### src/rtl/logic_unit_seq_if.sv
// Request/response bundle for logic_unit_seq: request handshake with operands,
// response handshake with registered result and zero flag.
interface logic_unit_seq_if #(
  parameter int WIDTH = 32
);
  logic             in_valid;
  logic             in_ready;
  logic [1:0]       op;
  logic [WIDTH-1:0] in1;
  logic [WIDTH-1:0] in2;
  logic             out_valid;
  logic             out_ready;
  logic [WIDTH-1:0] out1;
  logic             zero;

  modport master (
    output in_valid, op, in1, in2, out_ready,
    input  in_ready, out_valid, out1, zero
  );

  modport slave (
    input  in_valid, op, in1, in2, out_ready,
    output in_ready, out_valid, out1, zero
  );
endinterface

### src/rtl/logic_unit_seq.sv
// Chunk-serial bitwise logic unit: applies AND/OR/XOR/NOR to latched operands
// CHUNK bits per cycle (LSB chunk first) and presents a registered result.
module logic_unit_seq #(
  parameter int WIDTH = 32,
  parameter int CHUNK = 8
) (
  input logic             clk,
  input logic             rst,
  logic_unit_seq_if.slave bus
);
  localparam int NCH   = WIDTH / CHUNK;
  localparam int CNT_W = (NCH > 1) ? $clog2(NCH) : 1;

  if (CHUNK < 1 || (WIDTH % CHUNK) != 0) begin : g_bad_param
    $error("logic_unit_seq: WIDTH must be a positive multiple of CHUNK");
  end

  typedef enum logic [1:0] {IDLE, BUSY, DONE} state_e;

  state_e             state_q, state_d;
  logic [CNT_W-1:0]   cnt_q,   cnt_d;
  logic [1:0]         op_q,    op_d;
  logic [WIDTH-1:0]   a_q,     a_d;
  logic [WIDTH-1:0]   b_q,     b_d;
  logic [WIDTH-1:0]   acc_q,   acc_d;
  logic [WIDTH-1:0]   out1_q,  out1_d;
  logic               zero_q,  zero_d;

  function automatic logic [CHUNK-1:0] apply_op(input logic [1:0]       op,
                                                input logic [CHUNK-1:0] a,
                                                input logic [CHUNK-1:0] b);
    case (op)
      2'b00:   return a & b;
      2'b01:   return a | b;
      2'b10:   return a ^ b;
      default: return ~(a | b);
    endcase
  endfunction

  // Stage boundary: control and datapath registers
  always_ff @(posedge clk) begin
    if (rst) begin
      state_q <= IDLE;
      cnt_q   <= '0;
      op_q    <= '0;
      a_q     <= '0;
      b_q     <= '0;
      acc_q   <= '0;
      out1_q  <= '0;
      zero_q  <= 1'b0;
    end else begin
      state_q <= state_d;
      cnt_q   <= cnt_d;
      op_q    <= op_d;
      a_q     <= a_d;
      b_q     <= b_d;
      acc_q   <= acc_d;
      out1_q  <= out1_d;
      zero_q  <= zero_d;
    end
  end

  always_comb begin
    state_d = state_q;
    cnt_d   = cnt_q;
    op_d    = op_q;
    a_d     = a_q;
    b_d     = b_q;
    acc_d   = acc_q;
    out1_d  = out1_q;
    zero_d  = zero_q;

    case (state_q)
      IDLE: begin
        if (bus.in_valid) begin
          op_d    = bus.op;
          a_d     = bus.in1;
          b_d     = bus.in2;
          cnt_d   = '0;
          state_d = BUSY;
        end
      end
      BUSY: begin
        // Constant-index loop keeps the chunk select a plain mux on cnt_q
        for (int i = 0; i < NCH; i++) begin
          if (cnt_q == CNT_W'(i)) begin
            acc_d[i*CHUNK +: CHUNK] = apply_op(op_q, a_q[i*CHUNK +: CHUNK],
                                               b_q[i*CHUNK +: CHUNK]);
          end
        end
        if (cnt_q == CNT_W'(NCH - 1)) begin
          out1_d  = acc_d;
          zero_d  = (acc_d == '0);
          cnt_d   = '0;
          state_d = DONE;
        end else begin
          cnt_d = cnt_q + 1'b1;
        end
      end
      DONE: begin
        if (bus.out_ready) state_d = IDLE;
      end
      default: state_d = IDLE;
    endcase
  end

  assign bus.in_ready  = (state_q == IDLE);
  assign bus.out_valid = (state_q == DONE);
  assign bus.out1      = out1_q;
  assign bus.zero      = zero_q;
endmodule

### src/flat_wrapper.sv
// flat-port wrapper written by rule: the top's interface ports become plain ports
module logic_unit_seq_flat 
#(
  parameter int WIDTH = 32,
  parameter int CHUNK = 8
)
  (clk, rst, bus_in_valid, bus_op, bus_in1, bus_in2, bus_out_ready, bus_in_ready, bus_out_valid, bus_out1, bus_zero);
  logic_unit_seq_if #(.WIDTH(WIDTH)) bus_i ();
  input logic clk;
  input logic rst;
  input wire logic [$bits(bus_i.in_valid)-1:0] bus_in_valid;
  input wire logic [$bits(bus_i.op)-1:0] bus_op;
  input wire logic [$bits(bus_i.in1)-1:0] bus_in1;
  input wire logic [$bits(bus_i.in2)-1:0] bus_in2;
  input wire logic [$bits(bus_i.out_ready)-1:0] bus_out_ready;
  output wire logic [$bits(bus_i.in_ready)-1:0] bus_in_ready;
  output wire logic [$bits(bus_i.out_valid)-1:0] bus_out_valid;
  output wire logic [$bits(bus_i.out1)-1:0] bus_out1;
  output wire logic [$bits(bus_i.zero)-1:0] bus_zero;
  assign bus_i.in_valid = bus_in_valid;
  assign bus_i.op = bus_op;
  assign bus_i.in1 = bus_in1;
  assign bus_i.in2 = bus_in2;
  assign bus_i.out_ready = bus_out_ready;
  assign bus_in_ready = bus_i.in_ready;
  assign bus_out_valid = bus_i.out_valid;
  assign bus_out1 = bus_i.out1;
  assign bus_zero = bus_i.zero;
  logic_unit_seq #(.WIDTH(WIDTH), .CHUNK(CHUNK)) u_core (.clk(clk), .rst(rst), .bus(bus_i));
endmodule
### config.mk
export PLATFORM = sky130hd
export DESIGN_NAME = logic_unit_seq_flat
export DESIGN_NICKNAME = d
export VERILOG_FILES = /design/src/rtl/logic_unit_seq_if.sv /design/src/rtl/logic_unit_seq.sv /design/src/flat_wrapper.sv
export SDC_FILE = /design/constraint.sdc
export NUM_CORES = 1
export LEC_CHECK = 0
export CORE_MARGIN = 1.5
export CORE_UTILIZATION = 54
export DETAILED_ROUTE_END_ITERATION = 16
export PLACE_DENSITY = 0.8
export SETUP_SLACK_MARGIN = 0.2
export SYNTH_ARGS = -nofsm -noshare
export SYNTH_HDL_FRONTEND = slang
export SYNTH_SLANG_ARGS = --single-unit
### constraint.sdc
create_clock -name clk -period 2.6 [get_ports clk]
set_clock_uncertainty 0.15 [all_clocks]
set_input_delay 0.39 -clock clk [delete_from_list [all_inputs] [get_ports clk]]
set_output_delay 0.39 -clock clk [all_outputs]
set_load 0.01 [all_outputs]
Yosys cells after proc, flatten, opt, wreduce, memory -nomap -nowiden. Index checks and enable logic that the tools add are counted.

Add/subtract/negate cells: 1. $mul: 0. Divide/modulo/power cells: 0. Magnitude comparators: 0. Equality and inequality tests: 10. Shifts and indexed selects: 0. Mux-type cells: 19. Bitwise logic cells: 16. Reductions and logical operators: 9.

Operator list (count): 8-bit one-hot mux with 3 select lines (4); 8-bit 2-to-1 mux (8); 8-bit AND (4); 32-bit logical NOT (1); 8-bit NOT (4); 8-bit bitwise OR (4); 8-bit XOR (4); 2-bit 2-to-1 mux (5); 2-bit == test (second input constant) (4); 2-bit by 1-bit == test with 1-bit output (second input constant) (3); 2-bit logical NOT (3); 2-bit one-hot mux with 3 select lines (1); 2-bit AND reduction (3); 2-bit inequality test (second input constant) (2); 2-bit one-hot mux with 2 select lines (1); 3-bit AND reduction (1); 2-bit by 1-bit adder with 2-bit output (second input constant) (1); 2-bit by 1-bit inequality test with 1-bit output (second input constant) (1); 2-bit nonzero test (1).

Register bits after elaboration: 135. Bits in latches: 0. RAM bits: 0. ROM bits: 0. Input bits: 70. Memories kept: 0.

Longest topological paths before layout. Gate-level depths: netlist of run 1.

Word-level depth: 6. Depth in mapped cells: 9. Gate-level depth less buffers: 8.

Worst setup path before layout of run 1. No wires, ideal clock.

Path kind: register to register. Start point: register u_core.cnt_q[0]. End point: register u_core.zero_q (netlist: u_core.bus.zero). Data arrival time: 1.919 ns. Data required time: 2.381 ns. Path slack: 0.462 ns. Cell stages (with the launch flop): 10. Path buffers: 1. Clock period less this slack: 2.138 ns. Cells stage by stage: dfxtp_1 -> inv_1 -> ha_1 -> buf_2 -> inv_1 -> o2bb2ai_1 -> or4_1 -> nor4b_2 -> nand4_1 -> o21ai_1.

Word-level cells in the longest chain between the ends: 4.

Ends and longest elaborated chain: start: declaration (line logic_unit_seq.sv:21) `logic [CNT_W-1:0] cnt_q, cnt_d;`; start signal: assignment (line logic_unit_seq.sv:53) `cnt_q <= cnt_d;`; 2-bit by 1-bit == test with 1-bit output (tied with other cells) (line logic_unit_seq.sv:86) `if (cnt_q == CNT_W'(i)) begin`; 8-bit 2-to-1 mux (line logic_unit_seq.sv:86); 8-bit 2-to-1 mux (line logic_unit_seq.sv:73) `case (state_q)`; 32-bit logical NOT (line logic_unit_seq.sv:93) `zero_d = (acc_d == '0);`; end signal: assignment (line logic_unit_seq.sv:59) `zero_q <= zero_d;`; end: declaration (line logic_unit_seq.sv:27) `logic zero_q, zero_d;`.

Parallel ways exist; a longest one is shown, timed or not. The select of a mux whose other input is x is not followed. A chain may end at the register's enable or synchronous reset.

Worst setup path after layout of run 1.
Start point: register u_core.cnt_q[1]. End point: register u_core.zero_q (netlist: u_core.bus.zero).

Same word-level chain as after synthesis.

==> out/qor.yml, run 1 <==
timing:
  fmax_mhz: 439
  worstMarginPinSlew_ps: 602
  min_period_ps: 2280
  drv_slew: 0
  setup_viol: 0
  rsz0062_at_grt: "false"
  fin_crit_sh: 0.875
  hold_viol_final: 0
  relSlewSlack: 0.598
  hold_slack_ps: 161
  fin_setup_tns_ps: 0
clock_tree:
  clk_path_buf_depth: 2
  postCtsSetupRepairBufs: 0
  root_buffer: "clkbuf_16"
  cts_made_buffers: 17
  cts_max_level: 4
  cts.reportedPaths.clkPinSlew_ps: 60
  clkSinkCount: 127
  cts_tree: "yes"
  clk_latency_ps: 440
worst_setup_path:
  cpMaxStageDelayCell: "or4_1"
  setup.worst_path.start_class: "register"
  cp-end-kind: "register"
  critPathMaxStageDelay_ps: 450
  worst-setup-path-type: "register to register"
  timing.critical_path.cells: "inv_1 -> ha_2 -> nand2_1 -> o22ai_1 -> or4_1 -> nor4_2 -> nand4_1 -> o21ai_1"
  crit_required_ps: 2820
  crit_family: "simple AND/OR/NAND/NOR gates"
  crit_buf_inv: 1
  crit_arrival_ps: 2500
  crit_fanout: 11
power_and_ir_drop:
  p_leak_nw: 3.32
  peakVddDrop_uv: 428
  p_per_area_nw_per_um2: 621
finish:
  drive_gt1_frac: 0.0759
  antenna_cells: 0
  fin_cells: 1156
  nNetsFinal: 1113
  areaGrowthSynthToFinish_pct: 27.5
  utilization: 0.714
  fillers: 971
  stdcell_area_um2: 8680
floorplan:
  die_x_um: 115
  die_area_um2: 13300
  start_util: 0.560
  fp.coreArea_um2: 12200
  die_h_um: 115
  rows: 40
  io_pins: 105
global_route:
  grt_pass1_wl_um: 27800
  grt_usage: 0.269
  grt_pass1_vias: 5911
  gr-total-overflow: 0
  grt_max_degree: 127
  antenna_found_initial: 0
yosys:
  synth-async-reset-ratio: 0
  synth_flop_cell: "dfxtp_1"
  ys_ff_latch: 127
  synth_cells: 887
  synth.most_common_cell: "nand2_1"
  yosys_warnings: 0
  synth_common_cells: "nand2_1 (194), dfxtp_1 (127), a21oi_1 (104)"
  syn_area_per_cell_um2: 7.68
  syn_nets: 1025
  yosysSeqAreaShare: 0.373
  ys_types: 46
  syn-cell-area_um2: 6810
  synth_top_area_frac: 0.373
  synth_top_cell_by_area: "dfxtp_1"
  synth_area_leaders: "dfxtp_1 (37%), ha_1 (12%), nand2_1 (11%), a21oi_1 (7.6%), inv_1 (4.6%)"
  synth-edff-count: 0
placed_design:
  place_area_um2: 8020
  dp.cells: 1124
  globalplace.congestion: 0.954
  numPortBuffers: 104
  dpl.hpwl_um: 11800
hold_path:
  hold_class: "primary input to register"
routing:
  dr_total_vias: 6200
  wl_per_cell_um: 14.7
  vias_per_cell: 5.36
  wl_um: 17000
  drt_iter0_markers: 486
  drt_pass1_iterations: 5
  antenna_left: 0
  drc: 0
run:
  drv_cap: 0
outcome:
  status: "finished, final reports clean"
## per-layer routing
layer,global-route usage,share of wire,vias up
met4,0.134,0.025,0
met5,0,0,-
met2,0.443,0.48,193
li1,-,-,3138
met1,0.337,0.44,2833
met3,0.0511,0.055,36
## cells in the final DEF, fill, tap and decap left out, types with 5 or more instances in the layout
cell / count
o21ai_0: 18
o22ai_1: 18
nand3_1: 5
nand2_1: 192
and2_1: 6
a21boi_0: 9
nor4_1: 5
clkdlybuf4s50_1: 103
o32ai_1: 6
inv_1: 84
a21oi_1: 104
ha_1: 65
a22oi_1: 6
nor2_1: 70
a211o_1: 5
mux2i_1: 16
nand2b_1: 5
a211oi_1: 31
clkinv_2: 5
a31oi_1: 7
clkbuf_16: 17
dfxtp_1: 126
nor2b_1: 6
buf_4: 24
## worst reg2reg max path, cell delays in order (launching register included)
cell and delay, ps:
dfxtp_1 420, inv_1 100, ha_2 260, nand2_1 120
o22ai_1 140, or4_1 450, nor4_2 300, nand4_1 130
o21ai_1 140
## state kept, by name, summed over array words and instances (netlist names)
name             flops
u_core.b_q          32
u_core.acc_q        24
u_core.op_q          2
u_core.a_q          32
u_core.bus.zero      1
u_core.cnt_q         2
u_core.bus.out1     32
u_core.state_q       2
## repair_timing
action                     CTS  global route
gates cloned                 0             0
hold buffers                 0             0
setup endpoints to repair    1             1
gates resized for setup      3             4
## metrics by stage
| stage | power, mW | worst slack, ps |
|---|---|---|
| floorplan | 2.60 | 462 |
| global placement | 2.85 | 221 |
| detailed placement | 2.87 | 161 |
| CTS | 5.39 | 222 |
| global route | 5.59 | 211 |
| finish | 5.39 | 324 |
## final timing paths
check	startpoint	to	slack [ps]	depth (start not counted)
max	u_core.cnt_q[1]	u_core.bus.zero	320	8
min	rst	u_core.bus.zero	160	4
max reg2reg	u_core.cnt_q[1]	u_core.bus.zero	320	8
min reg2reg	u_core.acc_q[3]	u_core.acc_q[3]	310	2
## power by group
group / switching (mW) / leakage [nW] / internal (mW)
Clock: 0.876 / 0.313 / 1.67
Combinational: 0.399 / 1.97 / 0.338
Sequential: 0.0741 / 1.04 / 2.03
## logic make-up (layout without fill, tap and decap cells)
group,Yosys count,count (layout),share of synthesized area
multiplexers,20,20,0.0301
AO/OA/AOI/OAI,220,220,0.200
adder cells (fa/ha/maj),68,68,0.125
flip-flops,127,127,0.373
AND/OR/NAND/NOR,308,308,0.188
buffers and inverters,144,245,0.0841
## cell type report
| type | count | area [um2] | area share |
|---|---|---|---|
| clock buffer | 21 | 470 | 0.0542 |
| multi-input combinational | 616 | 3730 | 0.429 |
| timing repair buffer | 129 | 1250 | 0.144 |
| sequential | 127 | 2550 | 0.293 |
| clock inverter | 11 | 161 | 0.0186 |
| tap | 168 | 210 | 0.0242 |
| inverter | 84 | 315 | 0.0363 |
Power figures use the tool's default switching activity.
==> run 2: changes to the inputs <==
HOLD_SLACK_MARGIN = 0.1   (was default)
SLEW_MARGIN = 15   (was default)
==> results of run 2 <==
The final DEF is identical to that of run 1; final timing and power are the same.
==> run 3: changes to the inputs <==
HOLD_SLACK_MARGIN = default   (was 0.1)
==> results of run 3 <==
The final DEF is identical to that of run 1; final timing and power are the same.
